## config.mk

```make
export PLATFORM = sky130hd
export DESIGN_NAME = b_lut_read_arbiter_flat
export DESIGN_NICKNAME = d
export VERILOG_FILES = /design/src/rtl/b_lut_read_arbiter_pkg.sv /design/src/rtl/b_lut_read_arbiter_if.sv /design/src/rtl/b_lut_read_arbiter_rr_pick.sv /design/src/rtl/b_lut_read_arbiter.sv /design/src/flat_wrapper.sv
export SDC_FILE = /design/constraint.sdc
export NUM_CORES = 1
export LEC_CHECK = 0
export CAP_MARGIN = 20
export CORE_MARGIN = 2
export CORE_UTILIZATION = 35
export CTS_CLUSTER_DIAMETER = 60
export CTS_CLUSTER_SIZE = 20
export DETAILED_ROUTE_END_ITERATION = 12
export PLACE_DENSITY = 0.74
export SYNTH_ARGS = -nofsm -noshare
export SYNTH_HDL_FRONTEND = slang
export SYNTH_SLANG_ARGS = --single-unit
```

## constraint.sdc

```tcl
create_clock -name clk -period 3.1 [get_ports clk]
set_input_delay 0.62 -clock clk [delete_from_list [all_inputs] [get_ports clk]]
set_output_delay 0.62 -clock clk [all_outputs]
set_load 0.02 [all_outputs]
```

## src/rtl/b_lut_read_arbiter_pkg.sv

```systemverilog
// Shared defaults and FSM encoding for the B_LUT read arbiter.
package b_lut_pkg;

   localparam int DEF_NUM_REQ    = 4;
   localparam int DEF_ADDR_WIDTH = 10;
   localparam int DEF_DATA_WIDTH = 8;
   localparam int DEF_LEN_WIDTH  = 4;

   typedef enum logic {
      ST_IDLE  = 1'b0,
      ST_BURST = 1'b1
   } state_t;

endpackage

```

## src/rtl/b_lut_read_arbiter_if.sv

```systemverilog
// Request/response bundle between the effect engines and the B_LUT read arbiter.
interface b_lut_read_arbiter_if
   import b_lut_pkg::*;
#(
   parameter int NUM_REQ    = DEF_NUM_REQ,
   parameter int ADDR_WIDTH = DEF_ADDR_WIDTH,
   parameter int DATA_WIDTH = DEF_DATA_WIDTH,
   parameter int LEN_WIDTH  = DEF_LEN_WIDTH
);

   logic [NUM_REQ-1:0]            req_valid;
   logic [NUM_REQ*ADDR_WIDTH-1:0] req_addr;
   logic [NUM_REQ*LEN_WIDTH-1:0]  req_len;
   logic [NUM_REQ-1:0]            req_ready;
   logic [NUM_REQ-1:0]            rsp_valid;
   logic [DATA_WIDTH-1:0]         rsp_data;
   logic                          rsp_last;

   modport master (
      output req_valid, req_addr, req_len,
      input  req_ready, rsp_valid, rsp_data, rsp_last
   );

   modport slave (
      input  req_valid, req_addr, req_len,
      output req_ready, rsp_valid, rsp_data, rsp_last
   );

endinterface

```

## src/rtl/b_lut_read_arbiter_rr_pick.sv

```systemverilog
// Combinational round-robin picker: first pending request at or after the pointer.
module b_lut_rr_pick #(
   parameter int NUM_REQ = 4,
   parameter int IDX_W   = 2
) (
   input  logic [NUM_REQ-1:0] req,
   input  logic [IDX_W-1:0]   ptr,
   output logic [NUM_REQ-1:0] grant,
   output logic [IDX_W-1:0]   grant_idx,
   output logic               grant_any
);

   int j;

   always_comb begin
      grant     = '0;
      grant_idx = '0;
      grant_any = 1'b0;
      j         = 0;
      for (int i = 0; i < NUM_REQ; i++) begin
         j = int'(ptr) + i;
         if (j >= NUM_REQ) j = j - NUM_REQ;
         if (!grant_any && req[j[IDX_W-1:0]]) begin
            grant_any             = 1'b1;
            grant_idx             = j[IDX_W-1:0];
            grant[j[IDX_W-1:0]]   = 1'b1;
         end
      end
   end

endmodule

```

## src/rtl/b_lut_read_arbiter.sv

```systemverilog
// Round-robin burst sequencer sharing the single-port B_LUT ROM between effect engines.
//
//  state    | meaning
//  ---------+---------------------------------------------------------------
//  ST_IDLE  | no burst issuing; accepts the round-robin winner this cycle
//  ST_BURST | one ROM read per cycle for the latched owner until cnt hits 0
module b_lut_read_arbiter
   import b_lut_pkg::*;
#(
   parameter int NUM_REQ    = DEF_NUM_REQ,
   parameter int ADDR_WIDTH = DEF_ADDR_WIDTH,
   parameter int DATA_WIDTH = DEF_DATA_WIDTH,
   parameter int LEN_WIDTH  = DEF_LEN_WIDTH,
   parameter int RD_LATENCY = 1
) (
   input  logic                  clk,
   input  logic                  rst_n,
   b_lut_read_arbiter_if.slave   bus,
   output logic [ADDR_WIDTH-1:0] rom_addr,
   input  logic [DATA_WIDTH-1:0] rom_rd_data,
   output logic                  busy
);

   localparam int IDX_W = (NUM_REQ > 1) ? $clog2(NUM_REQ) : 1;

   state_t                state_q, state_d;
   logic [IDX_W-1:0]      ptr_q, owner_q, grant_idx;
   logic [NUM_REQ-1:0]    grant;
   logic                  grant_any;
   logic [LEN_WIDTH-1:0]  cnt_q, sel_len;
   logic [ADDR_WIDTH-1:0] addr_q, sel_addr;
   logic                  accept, issue, issue_last;

   logic [RD_LATENCY-1:0] pipe_v, pipe_last;
   logic [IDX_W-1:0]      pipe_id [RD_LATENCY];

   b_lut_rr_pick #(
      .NUM_REQ (NUM_REQ),
      .IDX_W   (IDX_W)
   ) u_pick (
      .req       (bus.req_valid),
      .ptr       (ptr_q),
      .grant     (grant),
      .grant_idx (grant_idx),
      .grant_any (grant_any)
   );

   assign accept     = (state_q == ST_IDLE) & grant_any;
   assign issue      = (state_q == ST_BURST);
   assign issue_last = issue & (cnt_q == '0);

   always_comb begin
      sel_addr = '0;
      sel_len  = '0;
      for (int i = 0; i < NUM_REQ; i++) begin
         if (grant_idx == IDX_W'(i)) begin
            sel_addr = bus.req_addr[i*ADDR_WIDTH +: ADDR_WIDTH];
            sel_len  = bus.req_len[i*LEN_WIDTH +: LEN_WIDTH];
         end
      end
   end

   always_comb begin
      state_d = state_q;
      case (state_q)
         ST_IDLE:  if (grant_any)  state_d = ST_BURST;
         ST_BURST: if (issue_last) state_d = ST_IDLE;
         default:                  state_d = ST_IDLE;
      endcase
   end

   always_ff @(posedge clk or negedge rst_n) begin
      if (!rst_n) state_q <= ST_IDLE;
      else        state_q <= state_d;
   end

   always_ff @(posedge clk or negedge rst_n) begin
      if (!rst_n) begin
         addr_q  <= '0;
         cnt_q   <= '0;
         owner_q <= '0;
         ptr_q   <= '0;
      end else if (accept) begin
         addr_q  <= sel_addr;
         cnt_q   <= sel_len;
         owner_q <= grant_idx;
         ptr_q   <= (grant_idx == IDX_W'(NUM_REQ-1)) ? '0 : grant_idx + 1'b1;
      end else if (issue) begin
         addr_q  <= addr_q + 1'b1;
         cnt_q   <= cnt_q - 1'b1;
      end
   end

   // Tag travels alongside the ROM read so the word can be routed when it returns.
   always_ff @(posedge clk or negedge rst_n) begin
      if (!rst_n) begin
         pipe_v    <= '0;
         pipe_last <= '0;
         for (int i = 0; i < RD_LATENCY; i++) pipe_id[i] <= '0;
      end else begin
         pipe_v[0]    <= issue;
         pipe_last[0] <= issue_last;
         pipe_id[0]   <= owner_q;
         for (int i = 1; i < RD_LATENCY; i++) begin
            pipe_v[i]    <= pipe_v[i-1];
            pipe_last[i] <= pipe_last[i-1];
            pipe_id[i]   <= pipe_id[i-1];
         end
      end
   end

   assign rom_addr      = addr_q;
   assign bus.req_ready = grant & {NUM_REQ{accept & rst_n}};
   assign bus.rsp_valid = pipe_v[RD_LATENCY-1] ? (NUM_REQ'(1) << pipe_id[RD_LATENCY-1]) : '0;
   assign bus.rsp_last  = pipe_v[RD_LATENCY-1] & pipe_last[RD_LATENCY-1];
   assign bus.rsp_data  = rom_rd_data;
   assign busy          = issue | (|pipe_v);

endmodule

```

## src/flat_wrapper.sv

```systemverilog
// flat-port wrapper written by rule: the top's interface ports become plain ports
module b_lut_read_arbiter_flat import b_lut_pkg::*;
#(
   parameter int NUM_REQ    = DEF_NUM_REQ,
   parameter int ADDR_WIDTH = DEF_ADDR_WIDTH,
   parameter int DATA_WIDTH = DEF_DATA_WIDTH,
   parameter int LEN_WIDTH  = DEF_LEN_WIDTH,
   parameter int RD_LATENCY = 1
)
  (clk, rst_n, rom_addr, rom_rd_data, busy, bus_req_valid, bus_req_addr, bus_req_len, bus_req_ready, bus_rsp_valid, bus_rsp_data, bus_rsp_last);
  b_lut_read_arbiter_if #(.NUM_REQ(NUM_REQ), .ADDR_WIDTH(ADDR_WIDTH), .DATA_WIDTH(DATA_WIDTH), .LEN_WIDTH(LEN_WIDTH)) bus_i ();
  input  logic clk;
  input  logic rst_n;
  output logic [ADDR_WIDTH-1:0] rom_addr;
  input  logic [DATA_WIDTH-1:0] rom_rd_data;
  output logic busy;
  input wire logic [$bits(bus_i.req_valid)-1:0] bus_req_valid;
  input wire logic [$bits(bus_i.req_addr)-1:0] bus_req_addr;
  input wire logic [$bits(bus_i.req_len)-1:0] bus_req_len;
  output wire logic [$bits(bus_i.req_ready)-1:0] bus_req_ready;
  output wire logic [$bits(bus_i.rsp_valid)-1:0] bus_rsp_valid;
  output wire logic [$bits(bus_i.rsp_data)-1:0] bus_rsp_data;
  output wire logic [$bits(bus_i.rsp_last)-1:0] bus_rsp_last;
  assign bus_i.req_valid = bus_req_valid;
  assign bus_i.req_addr = bus_req_addr;
  assign bus_i.req_len = bus_req_len;
  assign bus_req_ready = bus_i.req_ready;
  assign bus_rsp_valid = bus_i.rsp_valid;
  assign bus_rsp_data = bus_i.rsp_data;
  assign bus_rsp_last = bus_i.rsp_last;
  b_lut_read_arbiter #(.NUM_REQ(NUM_REQ), .ADDR_WIDTH(ADDR_WIDTH), .DATA_WIDTH(DATA_WIDTH), .LEN_WIDTH(LEN_WIDTH), .RD_LATENCY(RD_LATENCY)) u_core (.clk(clk), .rst_n(rst_n), .bus(bus_i), .rom_addr(rom_addr), .rom_rd_data(rom_rd_data), .busy(busy));
endmodule
```

# [After elaboration in Yosys (flattened, before gate mapping)]
# Cells that the tools add are included.
# W data, S select, Z words.
[word_totals] regBits=23 in_bits=70 out_inout_bits=28 elab_cells=106
[op_classes] n_addsub=10 n_lt_le_gt_ge=12 eq_ne=3 n_shift=1 n_mux=49 n_bitwise=10 n_reduce_logical=13
[op_table] operator="$mux W10" count=6
[op_table] operator="$mux W4" count=11
[op_table] operator="$mux W2" count=9
[op_table] operator="$mux W1" count=14
[op_table] operator="$lt A2 B3 Y1 const B" count=4
[op_table] operator="$or A4 B4 Y4" count=3
[op_table] operator="$add A10 B1 Y10 const B" count=1
[op_table] operator="$ge A3 B3 Y1 const B" count=3
[op_table] operator="$bmux W1 S2" count=4
[op_table] operator="$demux W1 S2" count=4
[op_table] operator="$ge A2 B1 Y1 const B" count=4
[op_table] operator="$sub A2 B1 Y2 const B" count=4
[op_table] operator="$logic_and A1 B1 Y1" count=7
[op_table] operator="$add A2 B2 Y3 const B" count=2
[op_table] operator="$and A1 B1 Y1" count=4
[op_table] operator="$and A4 B4 Y4" count=1
[op_table] operator="$eq A2 B2 Y1 const B" count=2
[op_table] operator="$logic_not A4 Y1" count=1
[op_table] operator="$shl A1 B2 Y4 const A" count=1
[op_table] operator="$sub A4 B1 Y4 const B" count=1
[op_table] operator="$add A2 B1 Y3 const B" count=1
[op_table] operator="$ge A2 B3 Y1 const B" count=1
[op_table] operator="$logic_not A1 Y1" count=3
[op_table] operator="$add A2 B1 Y2 const B" count=1
[op_table] operator="6 further kinds" count=6

# [Longest topological paths before layout]
[logic_depth] depth_word=20 depth_mapped=16 ltp_nobuf=11

# [Cells and area by module]
# From an unflattened synthesis, not the netlist that was laid out.
[hier_totals] cells_unflattened=245 area_unflattened_um2=2139.6
[by_module_without_submodules] mod="b_lut_read_arbiter" n_inst=1 cells_each=200 area_each_um2=1717.9 seq_area_each_um2=575.6
[by_module_without_submodules] mod="b_lut_rr_pick" n_inst=1 cells_each=45 area_each_um2=421.7 seq_area_each_um2=0.0

# [Least setup slack after synthesis]
# No wires, ideal clock.
[synth_path] path_type="flip-flop to flip-flop" startpoint="reg u_core.ptr_q[0]" endpoint="reg u_core.addr_q[3] (netlist: u_core.rom_addr[3])" setup_time_ns=0.094 arrival_time_ns=3.186 t_required_ns=3.006 slack_ns=-0.180 stages_incl_launch_ff=16 n_path_buf=5 period_less_slack_ns=3.280 path_cell_list="dfrtp_1 buf_2 buf_6 inv_2 ha_1 clkbuf_1 inv_1 o32ai_1 and3_1 ha_1 clkbuf_1 clkbuf_1 a21oi_1 a221oi_1 a211oi_1 a211oi_1"
[synth_between] elab_chain_cells=20 elab_cells_between_ends=48 cone_classes="add/sub: 7; order compare: 4; eq/ne: 3; mux: 25; bitwise: 1; reduce/logical: 8"
[synth_lines] item="from (decl)" line_no="b_lut_read_arbiter.sv:27" rtl="logic [IDX_W-1:0] ptr_q, owner_q, grant_idx;"
[synth_lines] item="from (signal assigned)" line_no="b_lut_read_arbiter.sv:87" rtl="ptr_q <= (grant_idx == IDX_W'(NUM_REQ-1)) ? '0 : grant_idx + 1'b1;"
[synth_lines] item="parallel branches: the longest is 13 deep, another holds $add A2 B1 Y3"
[synth_lines] item="$mux W2 *" line_no="b_lut_read_arbiter_rr_pick.sv:23" rtl="if (!grant_any && req[j[IDX_W-1:0]]) begin"
[synth_lines] item="via u_core.grant_idx[0]" line_no="b_lut_read_arbiter.sv:27"
[synth_lines] item="$logic_not A2 Y1" line_no="b_lut_read_arbiter.sv:56" rtl="if (grant_idx == IDX_W'(i)) begin"
[synth_lines] item="$mux W10 (3 in a row)" line_no="b_lut_read_arbiter.sv:56"
[synth_lines] item="$mux W10 *" line_no="b_lut_read_arbiter.sv:56"
[synth_lines] item="$mux W10 *" line_no="b_lut_read_arbiter.sv:83" rtl="end else if (accept) begin"
[synth_lines] item="to (signal assigned)" line_no="b_lut_read_arbiter.sv:84" rtl="addr_q <= sel_addr;"
[synth_lines] item="to (signal assigned)" line_no="b_lut_read_arbiter.sv:89" rtl="addr_q <= addr_q + 1'b1;"
[synth_lines] item="to (decl)" line_no="b_lut_read_arbiter.sv:31" rtl="logic [ADDR_WIDTH-1:0] addr_q, sel_addr;"
# Mark *: on every way through the listed nets, which the timed path passes. The select of a mux whose other input is x is not followed.
# A chain may end at the register's enable or synchronous reset.

# [Final worst setup path]
[layout_path] startpoint="reg u_core.ptr_q[0]" endpoint="reg u_core.addr_q[7] (netlist: u_core.rom_addr[7])"
[layout_between] elab_chain_cells=20 elab_cells_between_ends=48 cone_classes="add/sub: 7; order compare: 4; eq/ne: 3; mux: 25; bitwise: 1; reduce/logical: 8"
[layout_lines] item="parallel branches: the longest is 20 deep, another holds $add A2 B1 Y3"
# Several ways; the timed one is not identified. The select of a mux whose other input is x is not followed.

==> flow_results.org <==
** Logic synthesis
- Avg Inst Size Synth :: 8.283 um^2
- After synthesis the netlist holds a flip-flop and latch count of 23.
- Of the total synthesized cell area, the portion taken by full adders, half adders and majority gates is 0.07368.
- Counting every net in the synthesized netlist gives ~370.
- During synthesis, Yosys emitted a total of 0 warnings.
- The area fraction in compound gates after synthesis was 0.2916.
- Yosys mapped the design onto 55 distinct sky130hd cell types.
- Mux share of post-synthesis cell area :: 0.04526
- For this run, the leading register cell type out of synthesis is sky130_fd_sc_hd__dfrtp_1.
- After synthesis, the largest family of logic cells by area is compound AO/OA/AOI/OAI gates.
- Fraction of registers with async set/reset :: 1.000
- In this run the cell area of the synthesized design comes to about 0.0024 mm^2.
- Count of flip-flops with a built-in enable after synthesis :: 0
- Gate count after technology mapping :: between 200 and 300
- Of the synthesized area, sequential elements account for 0.2421.
- Of the total synthesized cell area, the portion taken by AND, OR, NAND and NOR gates is 0.1979.
- Post-Synth XOR/XNOR Area :: 0.03684

** Power
- Power per unit of standard cell area :: 966.3 mW/mm^2
- Of the total power, the share spent switching nets is 0.4675.
- The share of total power dissipated in sequential elements is 0.180.
- Internal power contribution :: between 0.0015 and 0.002 W
- Switching power :: 0.001589 W
- Clock network fraction of total power :: 0.053
- Leakage dissipation :: about 1.5 nW
- Worst-case vdd ir drop :: 529.2 uV
- Combinational power share :: 0.766

** Clock network
- Clk sinks :: 23
- After clock tree synthesis, the setup repair step added 0 buffers.
- Clock Latency Late Sink :: 0.26 ns
- Library cell used as clock root buffer :: sky130_fd_sc_hd__clkbuf_8
- Hold repair after CTS inserted 0 buffers.
- Clock-pin slew was measured on the worst setup and hold paths at 0.08 ns.
- Counting along the longest clock path gives a buffer depth of 2.
- Total number of H-tree levels :: 1
- In this run, CTS created clock tree buffers numbering 3.
- TritonCTS built the clock tree.

** Global route
- Entering global routing, the biggest net connects 37 pins.
- GRT Residual Overflow :: 0
- Number of antenna violations at the first check in global routing :: 0
- First-pass GRT wire length :: 10910 um
- For this run, the total global-route usage over all layers was measured as 0.1774.
- The via count of the first global-routing pass is 2323.

** Timing
- For the pin with the worst max-slew slack, the measured transition is 0.6196 ns.
- Final Critical Period :: between 2 and 3 ns
- The max-slew violation total from the final report came to 0.
- Headroom to the max-slew limit came out at 0.5854.
- The count of endpoints failing hold in the final timing report is 0.
- Setup repair after global routing left no endpoint under its margin.
- Across the routed clock network, the largest skew measured is 0.002351 ns.
- After layout, the worst setup slack is 0.2168 ns.
- Setup violations remaining at the end of the flow were counted as 0.
- Timing would allow up to 346.8 MHz.
- Of the available clock period, the critical path in the final layout requires 0.9301.

** Floorplanning
- For this design the top-level I/O count stands at 98.
- Starting utilization of the core area :: 0.3558
- The initialized floorplan defines 30 standard-cell rows.
- Floorplan die width :: 86.42 um
- Die Y-Extent :: 86.42 um
- The floorplan step defined a core boundary enclosing 0.006681 mm^2.
- DIE AREA :: 0.007468 mm^2

** Hold path
- The worst hold path begins at u_core.owner_q[1].
- Counting instances, the worst hold path has a depth of 0.
- The worst hold path belongs to the class reg2reg.
- Endpoint with the worst hold slack :: u_core.pipe_id[1]

** Final layout
- Final layout net count :: 462
- Antenna fix cells :: 0
- Post-synthesis to final-layout area growth :: 47.95%
- Summing all non-filler instances in the final layout gives an area of 0.003517 mm^2.
- Layout cells sized above 1 :: 0.1804

** Placement
- Detailed Place HPWL :: 5394 um
- Setup Slack @ Placement :: -0.4203 ns
- The count of buffers added on input and output ports is 81.
- Routability-driven placement finished with a final weighted congestion of 0.8057.
- Once placement finished, the instance area stood at around 0.0034 mm^2.

** Setup path
- Reg-to-reg setup timing slack :: ~0.22 ns
- STA puts the critical path data required time at 3.29 ns.
- The worst register-to-register path has a depth of 12.
- Crit path buffers/inverters :: 4
- Largest stage delay on the critical path :: 0.45 ns
- Cell with the largest stage delay on the worst path :: sky130_fd_sc_hd__ha_1
- CP Cell Sequence :: inv_2, ha_1, inv_2, nand2_1, nor4b_2, nor2_1, ha_1, buf_12, buf_4, a221oi_1, a211oi_1, o2bb2ai_1
- Largest driver fanout on the critical path :: 21
- Arr. time, crit path :: roughly 3 ns
- The worst setup path is launched from a flop.
- Path type of the worst setup path :: reg2reg
- Launching point of the worst reg2reg path :: u_core.ptr_q[0]
- The endpoint identified for the worst register-to-register timing path is u_core.rom_addr[7].
- CP top delay family :: adder cells
- The worst setup path is captured at a flop.

** Run
- Across the run, the number of max-cap violations was 0.

** Drt
- Dividing the detail-routed via count by the number of cells gives 5.365.
- After detailed routing, the average wire length per cell comes to 14.94 um.
- Number of DRC markers in iteration 0 :: 110
- Across all layers, the routed design uses 2452 vias.
- The pre-antenna-repair detailed-routing pass consisted of 4 iterations.
- In this run the remaining antenna-violating nets after routing total 0.
- Detailed-route wire length :: 6827 um
- In the routed design, unresolved DRC markers number 0.

** Status
- Outcome :: completed
==> metal layers <==
layer / vias up / global-route usage / share of wire
met1: 1149 / 0.2507 / 0.46
met4: 0 / 0.03125 / 0.0050
met5: - / 0 / 0
li1: 1240 / - / -
met2: 61 / 0.2972 / 0.50
met3: 2 / 0.01810 / 0.036
==> final cells by class <==
type,instances,area (um^2)
clock buffers,3,41.29
fillers,627,3164
flip-flops and latches,23,575.6
multi-input cells,208,1600
inverters,24,90.09
well taps,80,100.1
clock inverters,1,5.005
repair buffers,118,1105
==> worst max-delay path by stage <==
| stage | depth (start not counted) | end | slack (ns) | startpoint |
|---|---|---|---|---|
| after global routing | 12 | u_core.rom_addr[7] | 0.04 | u_core.ptr_q[0] |
| after CTS | 12 | u_core.rom_addr[8] | 0.04 | bus_req_valid[1] |
| after global placement | 11 | u_core.rom_addr[8] | -0.34 | bus_req_valid[3] |
| after detailed placement | 12 | u_core.rom_addr[7] | -0.42 | bus_req_valid[0] |
| after floorplan | 15 | u_core.rom_addr[3] | 0.02 | u_core.ptr_q[0] |
| final | 12 | u_core.rom_addr[7] | 0.22 | u_core.ptr_q[0] |
==> logic make-up after synthesis <==
kind of cell / count (synthesis)
simple gates: 81
fa+ha+maj: 14
compound gates: 94
buf+inv: 56
xor+xnor: 10
flops: 23
mux: 9
==> power groups by stage <==
stage / clock [W] / sequential, W / combinational [W]
after floorplan: 0 / 0.000658 / 0.00149
after global placement: 0 / 0.000612 / 0.00243
after detailed placement: 0 / 0.000618 / 0.00248
after CTS: 0.000186 / 0.000615 / 0.00249
after global routing: 0.000200 / 0.000641 / 0.00285
final: 0.000181 / 0.000613 / 0.00260
==> cells in the final DEF (no fill, tap or decap), drive strengths merged, types with 10 or more instances in the layout <==
cell / Yosys / routed
ha: 14 / 14
a221oi: 14 / 14
inv: 24 / 24
nor3: 14 / 14
nand3b: 10 / 10
a211oi: 14 / 14
a21oi: 27 / 27
dfrtp: 23 / 23
buf: 17 / 41
clkdlybuf4s50: 0 / 73
nand2: 17 / 17
==> synth_stat cells (2+ instances only) <==
cell type,instances,area share
sky130_fd_sc_hd__and3b_1,2,0.0074
sky130_fd_sc_hd__buf_6,2,0.0095
sky130_fd_sc_hd__nor3b_1,3,0.0095
sky130_fd_sc_hd__nor4b_1,2,0.0074
sky130_fd_sc_hd__buf_2,4,0.0084
sky130_fd_sc_hd__or2_2,2,0.0053
sky130_fd_sc_hd__a221oi_1,14,0.052
sky130_fd_sc_hd__a32o_1,4,0.017
sky130_fd_sc_hd__a22oi_1,4,0.013
sky130_fd_sc_hd__dfrtp_1,23,0.24
sky130_fd_sc_hd__a221o_1,4,0.017
sky130_fd_sc_hd__nor3_1,14,0.029
sky130_fd_sc_hd__nor2_1,8,0.013
sky130_fd_sc_hd__nand2_1,16,0.025
sky130_fd_sc_hd__nand3b_1,10,0.032
sky130_fd_sc_hd__mux2i_1,4,0.017
sky130_fd_sc_hd__nand2b_1,3,0.0079
sky130_fd_sc_hd__ha_1,14,0.074
sky130_fd_sc_hd__o21ai_0,4,0.0084
sky130_fd_sc_hd__clkbuf_1,15,0.024
sky130_fd_sc_hd__xnor2_1,5,0.018
sky130_fd_sc_hd__nand3_1,3,0.0063
sky130_fd_sc_hd__and2_1,2,0.0053
sky130_fd_sc_hd__inv_1,22,0.035
sky130_fd_sc_hd__buf_4,10,0.032
sky130_fd_sc_hd__o311a_1,2,0.0084
sky130_fd_sc_hd__inv_2,2,0.0032
sky130_fd_sc_hd__mux2_2,3,0.014
sky130_fd_sc_hd__o32ai_1,2,0.0074
sky130_fd_sc_hd__nor2b_1,4,0.011
sky130_fd_sc_hd__o21bai_1,5,0.016
sky130_fd_sc_hd__and3_1,5,0.013
sky130_fd_sc_hd__o2bb2ai_1,5,0.018
sky130_fd_sc_hd__a21oi_1,27,0.057
sky130_fd_sc_hd__xor2_1,5,0.018
sky130_fd_sc_hd__a211oi_1,14,0.044
==> state kept, by name, indices dropped and copies added, names as in the netlist <==
signal / count
u_core.owner_q: 2
u_core.ptr_q: 2
u_core.rom_addr: 10
u_core.pipe_v: 1
u_core.cnt_q: 4
u_core.pipe_last: 1
u_core.pipe_id: 2
u_core.issue: 1
==> stage by stage <==
stage,power [W],utilization,cells,setup TNS [ns],hold slack [ns]
finish,0.003399,0.5264,457,0,0.3829
global route,0.003688,0.5264,457,0,0.4077
CTS,0.003295,0.5182,457,0,0.3911
detailed placement,0.003094,0.5127,453,-6.504,0.3734
global placement,0.003037,0.5127,453,-4.922,0.3651
floorplan,0.002152,-,287,0,0.3244
==> timing repair <==
action	4_1_cts	5_1_grt
gates resized for setup	22	14
pin swaps	1	0
setup endpoints to repair	17	15
hold endpoints to repair	0	0
Note: power is estimated with default switching activity, not from simulation.
